==> src/rtl/mips_multicycle_control.sv <==
// Multicycle MIPS-32 main control FSM with a Mem_Ready wait-state handshake.
// Define MC_CTRL_JUMP_EN to build the jump (JEX) path; otherwise opcode 000010 is illegal.
module mips_multicycle_control (
  input  logic       clk,
  input  logic       reset_n,
  input  logic [5:0] Opcode,
  input  logic       Zero,
  input  logic       Mem_Ready,
  output logic       ALU_Op1,
  output logic       ALU_Op2,
  output logic       ALUSrcA,
  output logic [1:0] ALUSrcB,
  output logic [1:0] PCSrc,
  output logic       PC_En,
  output logic       IorD,
  output logic       Mem_Req,
  output logic       MemWrite,
  output logic       IRWrite,
  output logic       RegDst,
  output logic       MemtoReg,
  output logic       RegWrite,
  output logic       Illegal_Op,
  output logic [3:0] State
);

  typedef enum logic [3:0] {
    FETCH   = 4'd0,
    DECODE  = 4'd1,
    MEMADR  = 4'd2,
    MEMRD   = 4'd3,
    MEMWB   = 4'd4,
    MEMWR   = 4'd5,
    RTYPEEX = 4'd6,
    RTYPEWB = 4'd7,
    BEQEX   = 4'd8,
    ADDIEX  = 4'd9,
    ADDIWB  = 4'd10,
    JEX     = 4'd11
  } state_t;

  localparam logic [5:0] OP_RTYPE = 6'b000000;
  localparam logic [5:0] OP_LW    = 6'b100011;
  localparam logic [5:0] OP_SW    = 6'b101011;
  localparam logic [5:0] OP_BEQ   = 6'b000100;
  localparam logic [5:0] OP_ADDI  = 6'b001000;
  localparam logic [5:0] OP_J     = 6'b000010;

  state_t     state_r;
  state_t     next_state_s;
  state_t     decode_state_s;
  logic [1:0] alu_op_s;
  logic       pc_en_s;
  logic       mem_req_s;
  logic       mem_write_s;
  logic       ir_write_s;
  logic       reg_write_s;
  logic       illegal_s;

  // While in reset the outputs show FETCH decoding, with the enables masked below
  assign decode_state_s = reset_n ? state_r : FETCH;

  // State register, synchronous active-low reset
  always_ff @(posedge clk) begin
    if (!reset_n) begin
      state_r <= FETCH;
    end else begin
      state_r <= next_state_s;
    end
  end

  // Next-state and output decode
  always_comb begin
    next_state_s = FETCH;
    alu_op_s     = 2'b00;
    ALUSrcA      = 1'b0;
    ALUSrcB      = 2'b00;
    PCSrc        = 2'b00;
    pc_en_s      = 1'b0;
    IorD         = 1'b0;
    mem_req_s    = 1'b0;
    mem_write_s  = 1'b0;
    ir_write_s   = 1'b0;
    RegDst       = 1'b0;
    MemtoReg     = 1'b0;
    reg_write_s  = 1'b0;
    illegal_s    = 1'b0;
    case (decode_state_s)
      FETCH: begin
        mem_req_s    = 1'b1;
        ALUSrcB      = 2'b01;
        ir_write_s   = Mem_Ready;
        pc_en_s      = Mem_Ready;
        next_state_s = Mem_Ready ? DECODE : FETCH;
      end
      DECODE: begin
        // ALU precomputes the branch target while the opcode is decoded
        ALUSrcB = 2'b11;
        case (Opcode)
          OP_LW, OP_SW: next_state_s = MEMADR;
          OP_RTYPE:     next_state_s = RTYPEEX;
          OP_BEQ:       next_state_s = BEQEX;
          OP_ADDI:      next_state_s = ADDIEX;
`ifdef MC_CTRL_JUMP_EN
          OP_J:         next_state_s = JEX;
`endif
          default: begin
            next_state_s = FETCH;
            illegal_s    = 1'b1;
          end
        endcase
      end
      MEMADR: begin
        ALUSrcA      = 1'b1;
        ALUSrcB      = 2'b10;
        next_state_s = (Opcode == OP_LW) ? MEMRD : MEMWR;
      end
      MEMRD: begin
        mem_req_s    = 1'b1;
        IorD         = 1'b1;
        next_state_s = Mem_Ready ? MEMWB : MEMRD;
      end
      MEMWB: begin
        reg_write_s  = 1'b1;
        MemtoReg     = 1'b1;
        next_state_s = FETCH;
      end
      MEMWR: begin
        mem_req_s    = 1'b1;
        IorD         = 1'b1;
        mem_write_s  = 1'b1;
        next_state_s = Mem_Ready ? FETCH : MEMWR;
      end
      RTYPEEX: begin
        ALUSrcA      = 1'b1;
        alu_op_s     = 2'b10;
        next_state_s = RTYPEWB;
      end
      RTYPEWB: begin
        reg_write_s  = 1'b1;
        RegDst       = 1'b1;
        next_state_s = FETCH;
      end
      BEQEX: begin
        ALUSrcA      = 1'b1;
        alu_op_s     = 2'b01;
        PCSrc        = 2'b01;
        pc_en_s      = Zero;
        next_state_s = FETCH;
      end
      ADDIEX: begin
        ALUSrcA      = 1'b1;
        ALUSrcB      = 2'b10;
        next_state_s = ADDIWB;
      end
      ADDIWB: begin
        reg_write_s  = 1'b1;
        next_state_s = FETCH;
      end
`ifdef MC_CTRL_JUMP_EN
      JEX: begin
        PCSrc        = 2'b10;
        pc_en_s      = 1'b1;
        next_state_s = FETCH;
      end
`endif
      default: begin
        next_state_s = FETCH;
      end
    endcase
  end

  assign ALU_Op1    = alu_op_s[1];
  assign ALU_Op2    = alu_op_s[0];
  assign PC_En      = pc_en_s & reset_n;
  assign Mem_Req    = mem_req_s & reset_n;
  assign MemWrite   = mem_write_s & reset_n;
  assign IRWrite    = ir_write_s & reset_n;
  assign RegWrite   = reg_write_s & reset_n;
  assign Illegal_Op = illegal_s & reset_n;
  assign State      = state_r;

endmodule
==> config.mk <==
export PLATFORM = sky130hd
export DESIGN_NAME = mips_multicycle_control
export DESIGN_NICKNAME = d
export VERILOG_FILES = /design/src/rtl/mips_multicycle_control.sv
export SDC_FILE = /design/constraint.sdc
export NUM_CORES = 1
export LEC_CHECK = 0
export BUFFER_PORTS_ARGS = -buffer_cell sky130_fd_sc_hd__buf_2
export CAP_MARGIN = 20
export CORE_AREA = 4 4 41 43
export DETAILED_ROUTE_END_ITERATION = 16
export DIE_AREA = 0 0 45 47
export GPL_TIMING_DRIVEN = 0
export HOLD_SLACK_MARGIN = 0.15
export PLACE_DENSITY = 0.88
export SETUP_SLACK_MARGIN = 0.3
export SYNTH_ARGS = -nofsm -noshare
export SYNTH_HDL_FRONTEND = slang
export SYNTH_SLANG_ARGS = --single-unit
==> constraint.sdc <==
create_clock -name clk -period 2.97 [get_ports clk]
set_input_delay 0.594 -clock clk [delete_from_list [all_inputs] [get_ports clk]]
set_output_delay 0.594 -clock clk [all_outputs]
set_load 0.005 [all_outputs]
==> results.yml, run 1 <==
run_status:
  status: "completed"
sta:
  fin_crit_sh_pct: 73.2
  finalSetupTns_ns: 0
  max_freq_mhz: 460
  report.final.slew_viol_count: 0
  hold_slack_ns: 0.654
  hold_violations: 0
  rsz0062_at_grt: "no"
  finalSetupViolCount: 0
  finalCriticalPeriod_ns: 2.18
  fin_ws_ns: 0.795
  finClkSkew_ns: 0.00376
clocking:
  clock_latency_ns: 0.23
  clock-root-buffer: "clkbuf_4"
  htree_levels: 1
  cts_buffer_depth: 2
  cts_tree: "built"
  clk_pin_slew_worst_paths_ns: 0.04
  cts_setup_buffers: 0
  cts_hold_buffers: 0
  cts_buffers: 3
  cts_resized: 0
  cts.sinks: 4
cells_and_area:
  fin_cells: 126
  areaGrowthSynthToFinish_pct: 29.9
  final_area_um2: 788
  fin_util_pct: 60.6
  diodes: 0
  largest_reg_flops: 4
  nNetsFinal: 123
  drive_gt1_share_pct: 45.0
die:
  die-area_mm2: 0.00212
  ioPinCount: 30
  die_y_um: 47
  start_util_pct: 46.6
  die_w_um: 45
  core_mm2: 0.00130
  row_count: 13
global_routing:
  grt_overflow: 0
  grt_pass1_wl_mm: 2.45
  antenna_found_initial: 0
  grt_pass1_vias: 595
  grt_max_degree: 11
  grt_usage_pct: 15.0
setup_path:
  cp_common_cell: "buf_2"
  cp.arrival_ns: 1.58
  cp.required_ns: 2.38
  critical_path.cell_chain: "buf_2 > or3_4 > nor3_1 > a211oi_1 > buf_2"
  crit_path_start_kind: "input pin"
  worst-setup-path-type: "input pin to output port"
  slowest_delay_ns: 0.40
  crit_fanout: 4
  critPathTopFamily: "simple AND/OR/NAND/NOR gates"
  timing.critical_path.buf_inv: 2
  cp-end-kind: "output port"
  cp_slowest_cell: "or3_4"
yosys:
  ys_types: 44
  syn_nets: 90
  synth-edff-count: 0
  synth_flop_cell: "dfxtp_1"
  synth_warnings: 0
  ys_async_sr_fraction_pct: 0
  netlist_instances: 80
  synth_seq_cells: 4
  ys_seq_area_share_pct: 13.2
  syn_area_per_cell_um2: 7.59
  synth_area_um2: 607
pwr:
  power_mw: 0.172
  p_per_area_mw_per_mm2: 219
  vdd_drop_max_mv: 0.180
  p_leak_nw: 0.369
place:
  finalWeightedCongestion: 0.848
  place_area_um2: 766
  post-place-ws_ns: 0.814
  dp_hpwl_mm: 1.24
  port_buffers: 28
  dp_cells: 123
detailed_routing:
  first_pass_iters: 5
  postRouteAntennaNets: 0
  routed_wl_mm: 1.56
  wl_per_cell_um: 12.4
  vias_per_cell: 5.71
  drc: 0
  dr_total_vias: 719
  drt_iter0_drc: 17
hold_path:
  hp-class: "flop to flop"
job:
  max_cap_violations: 0
[layer usage]
layer  vias to the layer above  track usage [%]  part of all wire (%)
met5                         -                0                     0
li1                        350                -                     -
met1                       321             18.9                    40
met4                         0             5.85                   2.8
met2                        42             26.8                    47
met3                         6            0.766                   9.9
[power breakdown]
part           switching, mW  total [mW]  internal, mW  leakage (nW)
Clock                 0.0201      0.0652        0.0450        0.0138
Sequential           0.00176      0.0569        0.0551        0.0325
Combinational         0.0271      0.0504        0.0232         0.323
Total                 0.0490       0.172         0.123         0.369
[cells in the final DEF, fill, tap and decap left out, types with 2 or more instances in the layout]
master / netlist / layout
buf_2: 1 / 29
nor2_1: 9 / 9
nor3_1: 5 / 5
nor2b_1: 5 / 5
dfxtp_1: 4 / 4
nand2_1: 4 / 4
buf_6: 4 / 4
a21oi_1: 4 / 4
o21ai_0: 3 / 3
clkbuf_4: 0 / 3
buf_4: 2 / 2
and2b_1: 2 / 2
nor3_2: 2 / 2
nor3b_1: 2 / 2
nand3_1: 2 / 2
nand4_1: 2 / 2
[final cells by class]
class	instances	area (µm²)
fill	127	513
multi-input combinational	67	452
timing repair buffer	28	140
sequential	4	80.1
buffer	7	65.1
clock buffer	3	22.5
tap	15	18.8
inverter	2	10.0
[worst paths after layout]
| check | slack, ns | end | startpoint | depth (start not counted) |
|---|---|---|---|---|
| max | 0.79 | Illegal_Op | Opcode[0] | 5 |
| min | 0.65 | State[3] | State[3] | 2 |
| max reg2reg | 1.73 | State[2] | State[0] | 5 |
| min reg2reg | 0.65 | State[3] | State[3] | 2 |
[cell usage after synthesis (2+ instances only)]
library cell / number / share of area [%]
o21ai_0: 3 / 2.5
nand3_1: 2 / 1.6
dfxtp_1: 4 / 13
nor3b_1: 2 / 2.5
nor3_2: 2 / 3.3
buf_6: 4 / 7.4
nand4_1: 2 / 2.1
a21oi_1: 4 / 3.3
nor2b_1: 5 / 5.2
and2b_1: 2 / 2.5
buf_4: 2 / 2.5
nor3_1: 5 / 4.1
nor2_1: 9 / 5.6
nand2_1: 4 / 2.5
[worst min-delay path: cells and delay by family (launching register included)]
kind	cells	cell delay [ns]
flip-flops	1	0.34
AO/OA/AOI/OAI	1	0.13
buffers and inverters	1	0.15
[cells by family (layout without fill, tap and decap cells)]
| kind of cell | after synthesis | after routing | synth area share, % |
|---|---|---|---|
| AOI/OAI and AO/OA | 19 | 19 | 23.7 |
| xor gates and xnor gates | 2 | 2 | 2.89 |
| buffers and inverters | 9 | 40 | 12.4 |
| DFF | 4 | 4 | 13.2 |
| muxes | 2 | 2 | 3.51 |
| other | 1 | 1 | 0.618 |
| and+or+nand+nor | 43 | 43 | 43.7 |
No activity file was read; power rests on OpenSTA's default activity.
==> inputs of run 2 (changes only) <==
--- a/config.mk
+++ b/config.mk
@@ -7,12 +7,12 @@
 export LEC_CHECK = 0
 export BUFFER_PORTS_ARGS = -buffer_cell sky130_fd_sc_hd__buf_2
 export CAP_MARGIN = 20
-export CORE_AREA = 4 4 41 43
+export CORE_MARGIN = 4
+export CORE_UTILIZATION = 40
 export DETAILED_ROUTE_END_ITERATION = 16
-export DIE_AREA = 0 0 45 47
 export GPL_TIMING_DRIVEN = 0
 export HOLD_SLACK_MARGIN = 0.15
-export PLACE_DENSITY = 0.88
+export PLACE_DENSITY = 0.82
 export SETUP_SLACK_MARGIN = 0.3
 export SYNTH_ARGS = -nofsm -noshare
 export SYNTH_HDL_FRONTEND = slang
==> constraint.sdc (replaced) <==
create_clock -name clk -period 1.95 [get_ports clk]
set_input_delay 0.39 -clock clk [delete_from_list [all_inputs] [get_ports clk]]
set_output_delay 0.39 -clock clk [all_outputs]
set_load 0.005 [all_outputs]
==> run 2 against run 1 <==
Effect of this change:
- worst setup slack lost 0.66 ns
- sequential share of layout area decreased by 1.0 points
- global-route usage rose by 2.4 points
- critical endpoint is now RegWrite
- cell area rose by 20%
- largest power group unchanged
==> results.yml, run 2 (synthesis gave the netlist of run 1 again) <==
global_routing:
  grt_pass1_vias: 678
  top_usage_layer: "met2"
  grt_max_degree: 11
  met1_usage_pct: 22.0
  antenna_found_initial: 0
  grt_pass1_wl_mm: 2.82
  grt_util_met2_pct: 29.8
  grt_overflow: 0
  gr-usage-met3_pct: 5.75
  grt_usage_pct: 17.4
pwr:
  clockPowerShare_pct: 36.8
  seq_power_share_pct: 31.5
  combPwrFrac_pct: 31.7
  p_per_area_mw_per_mm2: 292
  switchingPower_mw: 0.0813
  p_int_mw: 0.195
  p_sw_share_pct: 29.5
  p_leak_nw: 0.447
  vdd_drop_max_mv: 0.390
sta:
  finalSetupTns_ns: 0
  finalSetupViolCount: 0
  hold_violations: 0
  fin_crit_sh_pct: 93.3
  rsz0062_at_grt: "yes"
  finalCriticalPeriod_ns: 1.82
  max_freq_mhz: 550
  report.final.slew_viol_count: 0
  finClkSkew_ns: 0.00292
clocking:
  clk_pin_slew_worst_paths_ns: 0.04
  clock_latency_ns: 0.23
  cts_buffers: 3
  cts_tree: "built"
  clock-root-buffer: "clkbuf_4"
  cts_buffer_depth: 2
  htree_levels: 1
  cts.sinks: 4
  cts_hold_buffers: 0
cells_and_area:
  nFillCells: 114
  drive_gt1_share_pct: 59.7
  areaGrowthSynthToFinish_pct: 55.7
  final_common_cell: "buf_2"
  fin_cells: 139
  diodes: 0
  nNetsFinal: 136
  largest_reg_flops: 4
  final_cell_mix: "28 x buf_2, 15 x buf_4, 7 x nor2_1"
setup_path:
  cp.required_ns: 1.56
  cp_slowest_cell: "or3b_4"
  crit_path_start_kind: "flop"
  cp-end-kind: "output port"
  cp.arrival_ns: 1.43
  worst-setup-path-type: "flop to output port"
  crit_fanout: 6
  slowest_delay_ns: 0.39
  critical_path.cell_chain: "buf_6 > or3b_4 > nor2_4 > a21oi_2 > nor2b_1 > buf_2"
die:
  ioPinCount: 30
  die-area_mm2: 0.00220
  row_count: 13
  die_y_um: 47.0
  die_w_um: 47.0
  core_mm2: 0.00137
  start_util_pct: 44.4
place:
  port_buffers: 28
  dp_cells: 123
  finalWeightedCongestion: 0.825
  dp_hpwl_mm: 1.21
detailed_routing:
  wl_per_cell_um: 13.1
  postRouteAntennaNets: 0
  drt_iter0_drc: 15
  routed_wl_mm: 1.82
  first_pass_iters: 4
  drc: 0
  dr_total_vias: 775
  vias_per_cell: 5.58
job:
  max_cap_violations: 0
hold_path:
  hp-class: "input pin to flop"
run_status:
  status: "completed"
run 2: what timing repair did:
| item | 4_1_cts | 5_1_grt |
|---|---|---|
| buffers inserted | 6 | 7 |
| pin swaps | 3 | 1 |
| setup endpoints to repair | 9 | 14 |
| resized for setup | 8 | 11 |
run 2: power groups by stage:
stage | clock, mW | combinational [mW] | sequential, mW
global placement | 0 | 0.0740 | 0.0877
finish | 0.101 | 0.0875 | 0.0870
CTS | 0.109 | 0.0811 | 0.0869
global route | 0.117 | 0.0954 | 0.0873
floorplan | 0 | 0.0469 | 0.0876
detailed placement | 0 | 0.0762 | 0.0880
run 2: worst paths after layout:
| kind | startpoint | endpoint | slack, ns | cells after the start |
|---|---|---|---|---|
| worst max-delay path | State[3] | RegWrite | 0.13 | 6 |
| worst min-delay path | Opcode[3] | State[2] | 0.46 | 2 |
| worst max register to register | State[1] | State[0] | 0.71 | 6 |
| worst min register to register | State[1] | State[0] | 0.64 | 3 |
run 2: critical path: cells and delay by family (launching register included):
family | cells | cell delay, ns
DFF | 1 | 0.32
and+or+nand+nor | 3 | 0.59
buffers and inverters | 2 | 0.24
AOI/OAI and AO/OA | 1 | 0.04
run 2: final cells by class:
type | instances | area, µm² | share of cell area, %
Clock buffer | 3 | 22.5 | 2.38
Timing Repair Buffer | 41 | 238 | 25.2
Tap cell | 15 | 18.8 | 1.99
Sequential cell | 4 | 86.3 | 9.14
Multi-Input combinational cell | 67 | 489 | 51.8
Inverter | 2 | 10.0 | 1.06
Buffer | 7 | 80.1 | 8.48
run 2: per-stage QoR:
stage	power, mW	utilization [%]	hold slack [ns]	worst slack, ns	area (µm²)
2_1_floorplan	0.135	-	0.494	0.469	607
3_3_place_gp	0.162	56.0	0.650	0.196	766
3_5_place_dp	0.164	56.0	0.657	0.186	766
4_1_cts	0.277	62.5	0.436	0.147	855
5_1_grt	0.300	69.1	0.456	0.0678	945
6_report	0.276	69.1	0.457	0.132	945
run 2: per-layer routing:
| layer | part of all wire (%) | wire length, µm | vias to the layer above |
|---|---|---|---|
| met3 | 9.2 | 168 | 0 |
| met5 | 0 | 0 | - |
| li1 | - | - | 381 |
| met2 | 49 | 888 | 38 |
| met4 | 0 | 0 | 0 |
| met1 | 42 | 766 | 356 |
==> inputs of run 3 (changes only) <==
--- a/config.mk
+++ b/config.mk
@@ -10,7 +10,6 @@
 export CORE_MARGIN = 4
 export CORE_UTILIZATION = 40
 export DETAILED_ROUTE_END_ITERATION = 16
-export GPL_TIMING_DRIVEN = 0
 export HOLD_SLACK_MARGIN = 0.15
 export PLACE_DENSITY = 0.82
 export SETUP_SLACK_MARGIN = 0.3
==> run 3 against run 2 <==
Effect of this change:
- clock skew about the same
- die area stayed put
- worst setup slack better by 0.083 ns
- utilization down 2.8 points
- maximum frequency rose by 4.8%
- routed wire length decreased by 2.8%
- sequential power down 5.6%
- combinational power increased by 3.8%
- first-iteration DRC count is 20% lower
- count of clock-buffer cells in the layout unchanged
- sequential share of layout area increased by 1.4 points
- clock power is essentially flat
==> results.yml, run 3 (synthesis gave the netlist of run 1 again) <==
sta:
  report.final.slew_viol_count: 0
  fin_crit_sh_pct: 89.0
  finalCriticalPeriod_ns: 1.74
  max_freq_mhz: 576
  finClkSkew_ns: 0.00329
  finalSetupViolCount: 0
  rsz0062_at_grt: "yes"
  hold_violations: 0
  fin_ws_ns: 0.214
  finalSetupTns_ns: 0
clocking:
  clk_pin_slew_worst_paths_ns: 0.03
  clock_latency_ns: 0.23
  cts_hold_buffers: 0
  cts_tree: "built"
  cts_buffers: 3
  htree_levels: 1
  cts_buffer_depth: 2
  cts.sinks: 4
  clock-root-buffer: "clkbuf_4"
setup_path:
  cp-end-kind: "output port"
  cp.required_ns: 1.56
  cp_slowest_cell: "or3b_4"
  timing.critical_path.buf_inv: 1
  crit_path_start_kind: "flop"
  cp.arrival_ns: 1.35
  slowest_delay_ns: 0.40
  worst-setup-path-type: "flop to output port"
  critical_path.cell_chain: "or3b_4 > nor2_4 > a21oi_1 > nor2b_1 > buf_2"
  crit_fanout: 6
  critPathTopFamily: "simple AND/OR/NAND/NOR gates"
cells_and_area:
  nNetsFinal: 128
  drive_gt1_share_pct: 59.5
  areaGrowthSynthToFinish_pct: 49.3
  largest_reg_flops: 4
  diodes: 0
  final_common_cell: "buf_2"
  final_cell_mix: "26 x buf_2, 9 x buf_4, 7 x nor2_1, 5 x buf_6"
die:
  die_w_um: 47.0
  ioPinCount: 30
  die_y_um: 47.0
  row_count: 13
  core_mm2: 0.00137
  start_util_pct: 44.4
  die-area_mm2: 0.00220
detailed_routing:
  vias_per_cell: 5.55
  routed_wl_mm: 1.77
  first_pass_iters: 4
  drc: 0
  wl_per_cell_um: 13.5
  dr_total_vias: 727
  drt_iter0_drc: 12
  postRouteAntennaNets: 0
job:
  max_cap_violations: 0
global_routing:
  grt_overflow: 0
  antenna_found_initial: 0
  grt_usage_pct: 17.4
  grt_max_degree: 12
  grt_pass1_wl_mm: 2.72
  grt_pass1_vias: 627
pwr:
  power_mw: 0.273
  p_per_area_mw_per_mm2: 302
  p_leak_nw: 0.410
  vdd_drop_max_mv: 0.284
place:
  dp_hpwl_mm: 1.27
  post-place-ws_ns: 0.196
  port_buffers: 28
  finalWeightedCongestion: 0.768
hold_path:
  hp-class: "input pin to flop"
run_status:
  status: "completed"
-- run 3: changes by cell type in the layout (fill, tap and decap cells not counted), moves of 2 or more --
cell and change:
buf_2 -2, buf_4 -6, dfxtp_2 -2, dfxtp_4 +3
-- run 3: per-stage QoR --
step	hold slack, ns	std cells	util (%)	instance area [µm²]
after floorplan	0.494	80	-	607
after CTS	0.456	131	63.8	872
final	0.473	131	66.3	906
after global placement	0.568	122	54.6	746
after global routing	0.461	131	66.3	906
after detailed placement	0.570	122	54.6	746
-- run 3: cell type report --
type	count	area, µm²
fillers	125	460
repair buffers	40	254
flip-flops and latches	4	95.1
multi-input cells	67	505
clock buffers	3	22.5
well taps	15	18.8
inverters	2	10.0
-- run 3: final timing paths --
| kind | from | endpoint | slack, ns | cells past startpoint |
|---|---|---|---|---|
| setup / recovery | State[2] | RegWrite | 0.21 | 5 |
| hold / removal | Opcode[3] | State[2] | 0.47 | 2 |
| setup reg to reg | State[2] | State[2] | 0.55 | 5 |
| hold reg to reg | State[3] | State[3] | 0.52 | 1 |
-- run 3: metal layers --
metal / routed length [µm] / up-vias / global-route usage (%)
met5: 0 / - / 0
met4: 0 / 0 / 0
met3: 188 / 0 / 6.13
met2: 877 / 36 / 32.0
met1: 705 / 327 / 20.7
li1: - / 364 / -
-- run 3: where the power goes --
part,internal [mW],switching (mW)
registers,0.0796,0.00250
clock network,0.0687,0.0318
logic,0.0422,0.0486
total,0.191,0.0829
-- run 3: timing repair --
item | in CTS | in global routing
setup endpoints to repair | 9 | 10
resized for setup | 19 | 8
pin swaps | 6 | 4
buffers inserted | 6 | 0
